`src/rtl/fp_pkg.sv`:
```
// Shared encodings and IEEE-754 single-precision field constants for the FP add/compare/convert unit.
package fp_pkg;

    typedef enum logic [1:0] {
        FP_ADD  = 2'b00,
        FP_SUB  = 2'b01,
        FP_CONV = 2'b10,
        FP_CMP  = 2'b11
    } fpOp_t;

    typedef enum logic [1:0] {
        CMP_EQ = 2'b00,
        CMP_GT = 2'b01,
        CMP_UN = 2'b10,
        CMP_LT = 2'b11
    } fpCmp_t;

    localparam int unsigned EXP_BIAS = 127;
    localparam int unsigned EXP_MAX  = 255;

    localparam logic [31:0] QNAN = 32'h7FC00000;
    localparam logic [31:0] PINF = 32'h7F800000;
    localparam logic [31:0] NINF = 32'hFF800000;

endpackage

```
`src/rtl/fp_lzc32.sv`:
```
// 32-bit leading-zero counter; an all-zero input reports 32.
module fp_lzc32 (
    input  logic [31:0] value,
    output logic [5:0]  count
);

    // Scanning upward lets the highest set bit win without an early exit.
    always_comb begin
        count = 6'd32;
        for (int unsigned i = 0; i < 32; i++) begin
            if (value[i]) begin
                count = 6'(31 - i);
            end
        end
    end

endmodule

```
`src/rtl/fp_add_cmp_conv_unit.sv`:
```
// Single-precision add/sub, int32-to-float convert and ordered compare; one-cycle registered result.
module fp_add_cmp_conv_unit #(
    parameter int unsigned WIDTH = 32,
    parameter logic [31:0] QNAN  = fp_pkg::QNAN
) (
    input  logic             clk,
    input  logic             reset,
    input  logic             enable,
    input  logic [1:0]       op,
    input  logic [WIDTH-1:0] a,
    input  logic [WIDTH-1:0] b,
    output logic [WIDTH-1:0] result,
    output logic [1:0]       cmp,
    output logic             valid,
    output logic [31:0]      debug
);
    import fp_pkg::*;

    fpOp_t opSel;
    assign opSel = fpOp_t'(op);

    logic [7:0]  expA, expB;
    logic        nanA, nanB, infA, infB;
    logic [30:0] magA, magB;
    logic        signA, signB, signBEff;

    assign expA     = a[30:23];
    assign expB     = b[30:23];
    assign nanA     = (expA == 8'hFF) && (a[22:0] != '0);
    assign nanB     = (expB == 8'hFF) && (b[22:0] != '0);
    assign infA     = (expA == 8'hFF) && (a[22:0] == '0);
    assign infB     = (expB == 8'hFF) && (b[22:0] == '0);
    assign magA     = (expA == '0) ? '0 : a[30:0];
    assign magB     = (expB == '0) ? '0 : b[30:0];
    assign signA    = a[31];
    assign signB    = b[31];
    assign signBEff = signB ^ (opSel == FP_SUB);

    logic        bigSign, effSub;
    logic [7:0]  bigExp, smallExp, expDiff;
    logic [23:0] bigMant, smallMant;
    logic [4:0]  shAmt;
    logic [53:0] alignExt;
    logic [26:0] bigAl, smallAl;
    logic [27:0] sum;

    // Lowest aligned bit carries only sticky, so truncation after a one-bit left shift stays exact.
    always_comb begin
        if (magA >= magB) begin
            bigSign   = signA;
            bigExp    = magA[30:23];
            smallExp  = magB[30:23];
            bigMant   = {magA[30:23] != '0, magA[22:0]};
            smallMant = {magB[30:23] != '0, magB[22:0]};
        end else begin
            bigSign   = signBEff;
            bigExp    = magB[30:23];
            smallExp  = magA[30:23];
            bigMant   = {magB[30:23] != '0, magB[22:0]};
            smallMant = {magA[30:23] != '0, magA[22:0]};
        end
        effSub   = signA ^ signBEff;
        expDiff  = bigExp - smallExp;
        shAmt    = (expDiff > 8'd27) ? 5'd27 : expDiff[4:0];
        alignExt = {smallMant, 30'b0} >> shAmt;
        smallAl  = {alignExt[53:28], |alignExt[27:0]};
        bigAl    = {bigMant, 3'b000};
        sum      = effSub ? ({1'b0, bigAl} - {1'b0, smallAl})
                          : ({1'b0, bigAl} + {1'b0, smallAl});
    end

    logic [31:0] convMag, lzcIn, normd;
    logic [5:0]  lz;

    assign convMag = a[31] ? (~a + 32'd1) : a;
    assign lzcIn   = (opSel == FP_CONV) ? convMag : {sum, 4'b0000};

    fp_lzc32 lzcInst (
        .value (lzcIn),
        .count (lz)
    );

    assign normd = lzcIn << lz;

    logic [9:0]  addExp;
    logic [7:0]  convExp;
    logic [31:0] addRes, convRes;

    assign addExp  = {2'b00, bigExp} + 10'd1 - {4'b0000, lz};
    assign convExp = 8'd158 - {2'b00, lz};
    assign convRes = (a == '0) ? '0 : {a[31], convExp, normd[30:8]};

    always_comb begin
        addRes = '0;
        if (nanA || nanB) begin
            addRes = QNAN;
        end else if (infA && infB) begin
            addRes = (signA == signBEff) ? (signA ? NINF : PINF) : QNAN;
        end else if (infA) begin
            addRes = signA ? NINF : PINF;
        end else if (infB) begin
            addRes = signBEff ? NINF : PINF;
        end else if (sum == '0 || addExp[9] || addExp == '0) begin
            addRes = '0;
        end else if (addExp >= 10'(EXP_MAX)) begin
            addRes = bigSign ? NINF : PINF;
        end else begin
            addRes = {bigSign, addExp[7:0], normd[30:8]};
        end
    end

    logic [1:0] cmpRes;
    logic       cmpSignA, cmpSignB;

    // Flushed zeros compare as positive so +0 and -0 are equal.
    assign cmpSignA = (magA != '0) && signA;
    assign cmpSignB = (magB != '0) && signB;

    always_comb begin
        cmpRes = CMP_EQ;
        if (nanA || nanB) begin
            cmpRes = CMP_UN;
        end else if (cmpSignA != cmpSignB) begin
            cmpRes = cmpSignA ? CMP_LT : CMP_GT;
        end else if (magA != magB) begin
            cmpRes = ((magA > magB) ^ cmpSignA) ? CMP_GT : CMP_LT;
        end
    end

    logic [7:0] expPrePack;

    always_comb begin
        case (opSel)
            FP_ADD, FP_SUB: expPrePack = addExp[7:0];
            FP_CONV:        expPrePack = convExp;
            default:        expPrePack = '0;
        endcase
    end

    logic unusedBits;
    assign unusedBits = ^{normd[31], normd[7:0]};

    always_ff @(posedge clk or negedge reset) begin
        if (!reset) begin
            result <= '0;
            cmp    <= CMP_EQ;
            valid  <= 1'b0;
            debug  <= '0;
        end else begin
            valid <= enable;
            if (enable) begin
                debug <= {22'b0, op, expPrePack};
                case (opSel)
                    FP_ADD, FP_SUB: result <= addRes;
                    FP_CONV:        result <= convRes;
                    default:        cmp    <= cmpRes;
                endcase
            end
        end
    end

endmodule

```
`config.mk`:
```
export PLATFORM = sky130hd
export DESIGN_NAME = fp_add_cmp_conv_unit
export DESIGN_NICKNAME = d
export VERILOG_FILES = /design/src/rtl/fp_pkg.sv /design/src/rtl/fp_lzc32.sv /design/src/rtl/fp_add_cmp_conv_unit.sv
export SDC_FILE = /design/constraint.sdc
export NUM_CORES = 1
export LEC_CHECK = 0
export ABC_AREA = 1
export BUFFER_PORTS_ARGS = -buffer_cell sky130_fd_sc_hd__buf_2
export CORE_MARGIN = 4
export CORE_UTILIZATION = 45
export DETAILED_ROUTE_END_ITERATION = 12
export PLACE_DENSITY_LB_ADDON = 0.15
export REMOVE_ABC_BUFFERS = 1
export SLEW_MARGIN = 10
export SYNTH_ARGS = -nofsm -noshare
export SYNTH_HDL_FRONTEND = slang
export SYNTH_SLANG_ARGS = --single-unit
```
`constraint.sdc`:
```
create_clock -name clk -period 0.93 [get_ports clk]
set_input_delay 0.2325 -clock clk [delete_from_list [all_inputs] [get_ports clk]]
set_output_delay 0.2325 -clock clk [all_outputs]
set_load 0.03 [all_outputs]
```
==> results.sh <==
export IMPL_grt_max_degree=43
export IMPL_antenna_left=0
export IMPL_grt_ovfl_total=0
export IMPL_critPathMaxStageDelay_ns=0.41
export IMPL_crit_required_ns=1.13
export IMPL_synthAdderAreaFrac_pct=10.1
export IMPL_fin_ws_ns=-10.61
export IMPL_synthSimpleGateAreaFrac_pct=47.0
export IMPL_min_period_ns=11.54
export IMPL_clkLatencyLatePin_ns=0.32
export IMPL_layout_nets=3317
export IMPL_power_mw=39.4
export IMPL_grt_pass1_wl_mm=92.3
export IMPL_dieArea_mm2=0.0310
export IMPL_yosys_area_share_xor_xnor_pct=3.08
export IMPL_cts_sinks=45
export IMPL_syn_avg_cell_area_um2=5.46
export IMPL_cp_arrival_ns=11.74
export IMPL_synthTopCellsByArea="nand2_1 (21%), nand3_1 (10%), ha_1 (9.8%)"
export IMPL_place_area_mm2=0.0184
export IMPL_layout_cells_non_filler=3528
export IMPL_synth_warnings=0
export IMPL_rsz0062_at_grt="yes"
export IMPL_cp_slowest_cell="fa_2"
export IMPL_maxSlewHeadroom_pct=63.9
export IMPL_hp_class="in -> reg"
export IMPL_cts_buffers_inserted=5
export IMPL_wl_met2_mm=28.6
export IMPL_violations="setup timing"
export IMPL_hold_viol_final=0
export IMPL_power_leakage_nw=11.7
export IMPL_routed_wl_mm=65.7
export IMPL_place_inst=3407
export IMPL_timing_final_crit_share_pct=1240
export IMPL_synth_edff_count=0
export IMPL_die_x_um=176
export IMPL_tns_ns=-421.47
export IMPL_htree_num_levels=2
export IMPL_vias=19900
export IMPL_port_buffers=113
export IMPL_fmax_ghz=0.0867
export IMPL_drt_iter0_markers=2649
export IMPL_critPathKind="in -> reg"
export IMPL_holdPathStages=2
export IMPL_wire_per_inst_um=18.6
export IMPL_clock_skew_ns=0
export IMPL_end_kind="flip-flop"
export IMPL_path_common_cell="nand2_1"
export IMPL_gp_congestion=1.01
export IMPL_firstDrtPassIters=6
export IMPL_netlist_area_mm2=0.0127
export IMPL_io_pins=136
export IMPL_cts_tree="done"
export IMPL_ys_seq_elements=45
export IMPL_status="finished, violations left"
export IMPL_core_mm2=0.0278
export IMPL_met3WireLength_mm=7.38
export IMPL_synthCells=2327
export IMPL_grt_pass1_vias=17600
export IMPL_yosys_most_used_dff="dfrtp_1"
export IMPL_tightest_slew_ns=0.537
export IMPL_synth_compound_area_share_pct=16.2
export IMPL_cts_root_buffer="clkbuf_16"
export IMPL_ys_seq_area_share_pct=8.87
export IMPL_synth_distinct_cells=72
export IMPL_postLayoutCellArea_mm2=0.0216
export IMPL_cp_max_fo=6
export IMPL_num_fill_cells=2041
export IMPL_power_density_mw_per_mm2=1830
export IMPL_via_per_inst=5.64
export IMPL_rrSetupSlack_ns=-0.02
export IMPL_critPathLaunchType="primary input"
export IMPL_cts_buffer_depth=2
export IMPL_antenna_found_initial=2
export IMPL_synthArstFlopShare_pct=100
export IMPL_synth_top_area_share_pct=20.7
export IMPL_route_detailed_drc=0
export IMPL_synth_top_family_by_area="simple AND/OR/NAND/NOR gates"
export IMPL_hpwl_mm=49.0
export IMPL_clk_pin_slew_worst_paths_ns=0.07
export IMPL_synth_mux_area_share_pct=0.315
export IMPL_top_layer="met4"
export IMPL_final_max_slew_viol_count=0
export IMPL_r2r_cells=4
export IMPL_fp_row_count=61
export IMPL_drv_cap=0
export IMPL_ir_drop_mv=1.01
export IMPL_track_usage_pct=36.9
export IMPL_synth_area_leader_cell="nand2_1"
export IMPL_dieHeight_um=176
export IMPL_area_delta_synth_final_pct=70.3
export IMPL_m1WireLength_mm=26.7
export IMPL_start_util_pct=45.7
export IMPL_finalSetupViolCount=87
export IMPL_holdWs_ns=0.252
export IMPL_drive_gt1_share_pct=40.5
[what timing repair did]
action / 4_1_cts / 5_1_grt
endpoints found under the hold margin: 9 / 0
gates resized for setup: 203 / 305
setup buffers: 22 / 80
setup endpoints to repair: 87 / 87
gates cloned: 4 / 5
pin swaps: 52 / 172
hold buffers: 1 / 0
[power breakdown]
group          total, mW  internal [mW]  leakage (nW)  switching (mW)
Combinational       33.8           14.9          11.0            18.8
Clock               2.51           1.55        0.0944           0.958
Sequential          3.18           2.63         0.554           0.554
[cells in the final DEF, fill, tap and decap left out, types with 13 or more instances in the layout]
| cell | n |
|---|---|
| a21oi_2 | 17 |
| nand4_1 | 59 |
| nand3_2 | 67 |
| o22ai_1 | 28 |
| buf_6 | 86 |
| o21ai_1 | 62 |
| nand2_2 | 73 |
| xor2_1 | 32 |
| inv_2 | 33 |
| nor4_1 | 16 |
| nor3_1 | 25 |
| buf_2 | 66 |
| nand3_1 | 191 |
| nand2_1 | 629 |
| a21oi_1 | 90 |
| nor2_2 | 13 |
| ha_1 | 73 |
| ha_4 | 25 |
| o21ai_2 | 17 |
| inv_1 | 259 |
| buf_4 | 734 |
| nand3_4 | 15 |
| o21ai_0 | 67 |
| conb_1 | 22 |
| nor2_1 | 201 |
| nor2_4 | 22 |
| dfrtp_1 | 45 |
[cell families (layout without fill, tap and decap cells)]
group	Yosys count	after routing
AND/OR/NAND/NOR	1354	1355
buffers and inverters	424	1223
AO/OA/AOI/OAI	355	355
adder cells (fa/ha/maj)	101	101
flip-flops	45	45
XOR/XNOR	43	43
multiplexers	4	4
other	1	24
[final cells by class]
type / instances / area [um2] / area share (%)
antenna: 2 / 5.00 / 0.0232
clock buffer: 5 / 125 / 0.579
clock inverter: 3 / 68.8 / 0.318
inverter: 305 / 1170 / 5.43
multi-input combinational: 1880 / 11400 / 52.6
sequential: 45 / 1130 / 5.21
tap: 378 / 473 / 2.19
timing repair buffer: 909 / 7260 / 33.6
timing repair inverter: 1 / 8.76 / 0.0405
[sequential cells by signal (all words and copies together), names as in the netlist]
name,flops
debug,10
valid,1
result,32
cmp,2
[routing by layer]
layer  track usage (%)  vias up
met5                 0        -
met4              9.75        0
met3              5.59      258
met2              58.7     1313
met1              52.4     9089
li1                  -     9233
[Yosys cell counts, types with 23 or more instances]
cell,instances
buf_4,43
nand2_1,699
nor3_1,29
o21ai_0,85
nor2_1,229
a21oi_1,105
nand4_1,59
buf_2,23
o21ai_1,61
dfrtp_1,45
o22ai_1,29
inv_1,276
xor2_1,40
clkbuf_1,44
nand3_1,261
ha_1,99
[final timing paths]
kind,start,end
setup / recovery,a[26],result[10]$_DFFE_PN0P_
min in group asynchronous,reset,result[15]$_DFFE_PN0P_
hold reg to reg,debug[8]$_DFFE_PN0P_,debug[8]$_DFFE_PN0P_
setup reg to reg,result[8]$_DFFE_PN0P_,result[8]$_DFFE_PN0P_
max in group asynchronous,reset,debug[5]$_DFFE_PN0P_
hold / removal,enable,valid$_DFF_PN0_
[per-stage QoR]
| step | setup WS, ns | util, % |
|---|---|---|
| after floorplan | -12.30 | - |
| after global placement | -10.51 | 66.3 |
| after detailed placement | -10.91 | 66.3 |
| after CTS | -10.06 | 70.6 |
| after global routing | -11.03 | 77.8 |
| final | -10.61 | 77.8 |
[worst max-delay path, delay by kind of cell]
kind / cells / cell delay (ns)
and+or+nand+nor: 47 / 4.54
AOI/OAI and AO/OA: 20 / 2.84
buffers and inverters: 19 / 2.23
adders and majority gates: 6 / 1.47
xor gates and xnor gates: 2 / 0.42
Note: power is estimated with default switching activity, not from simulation.
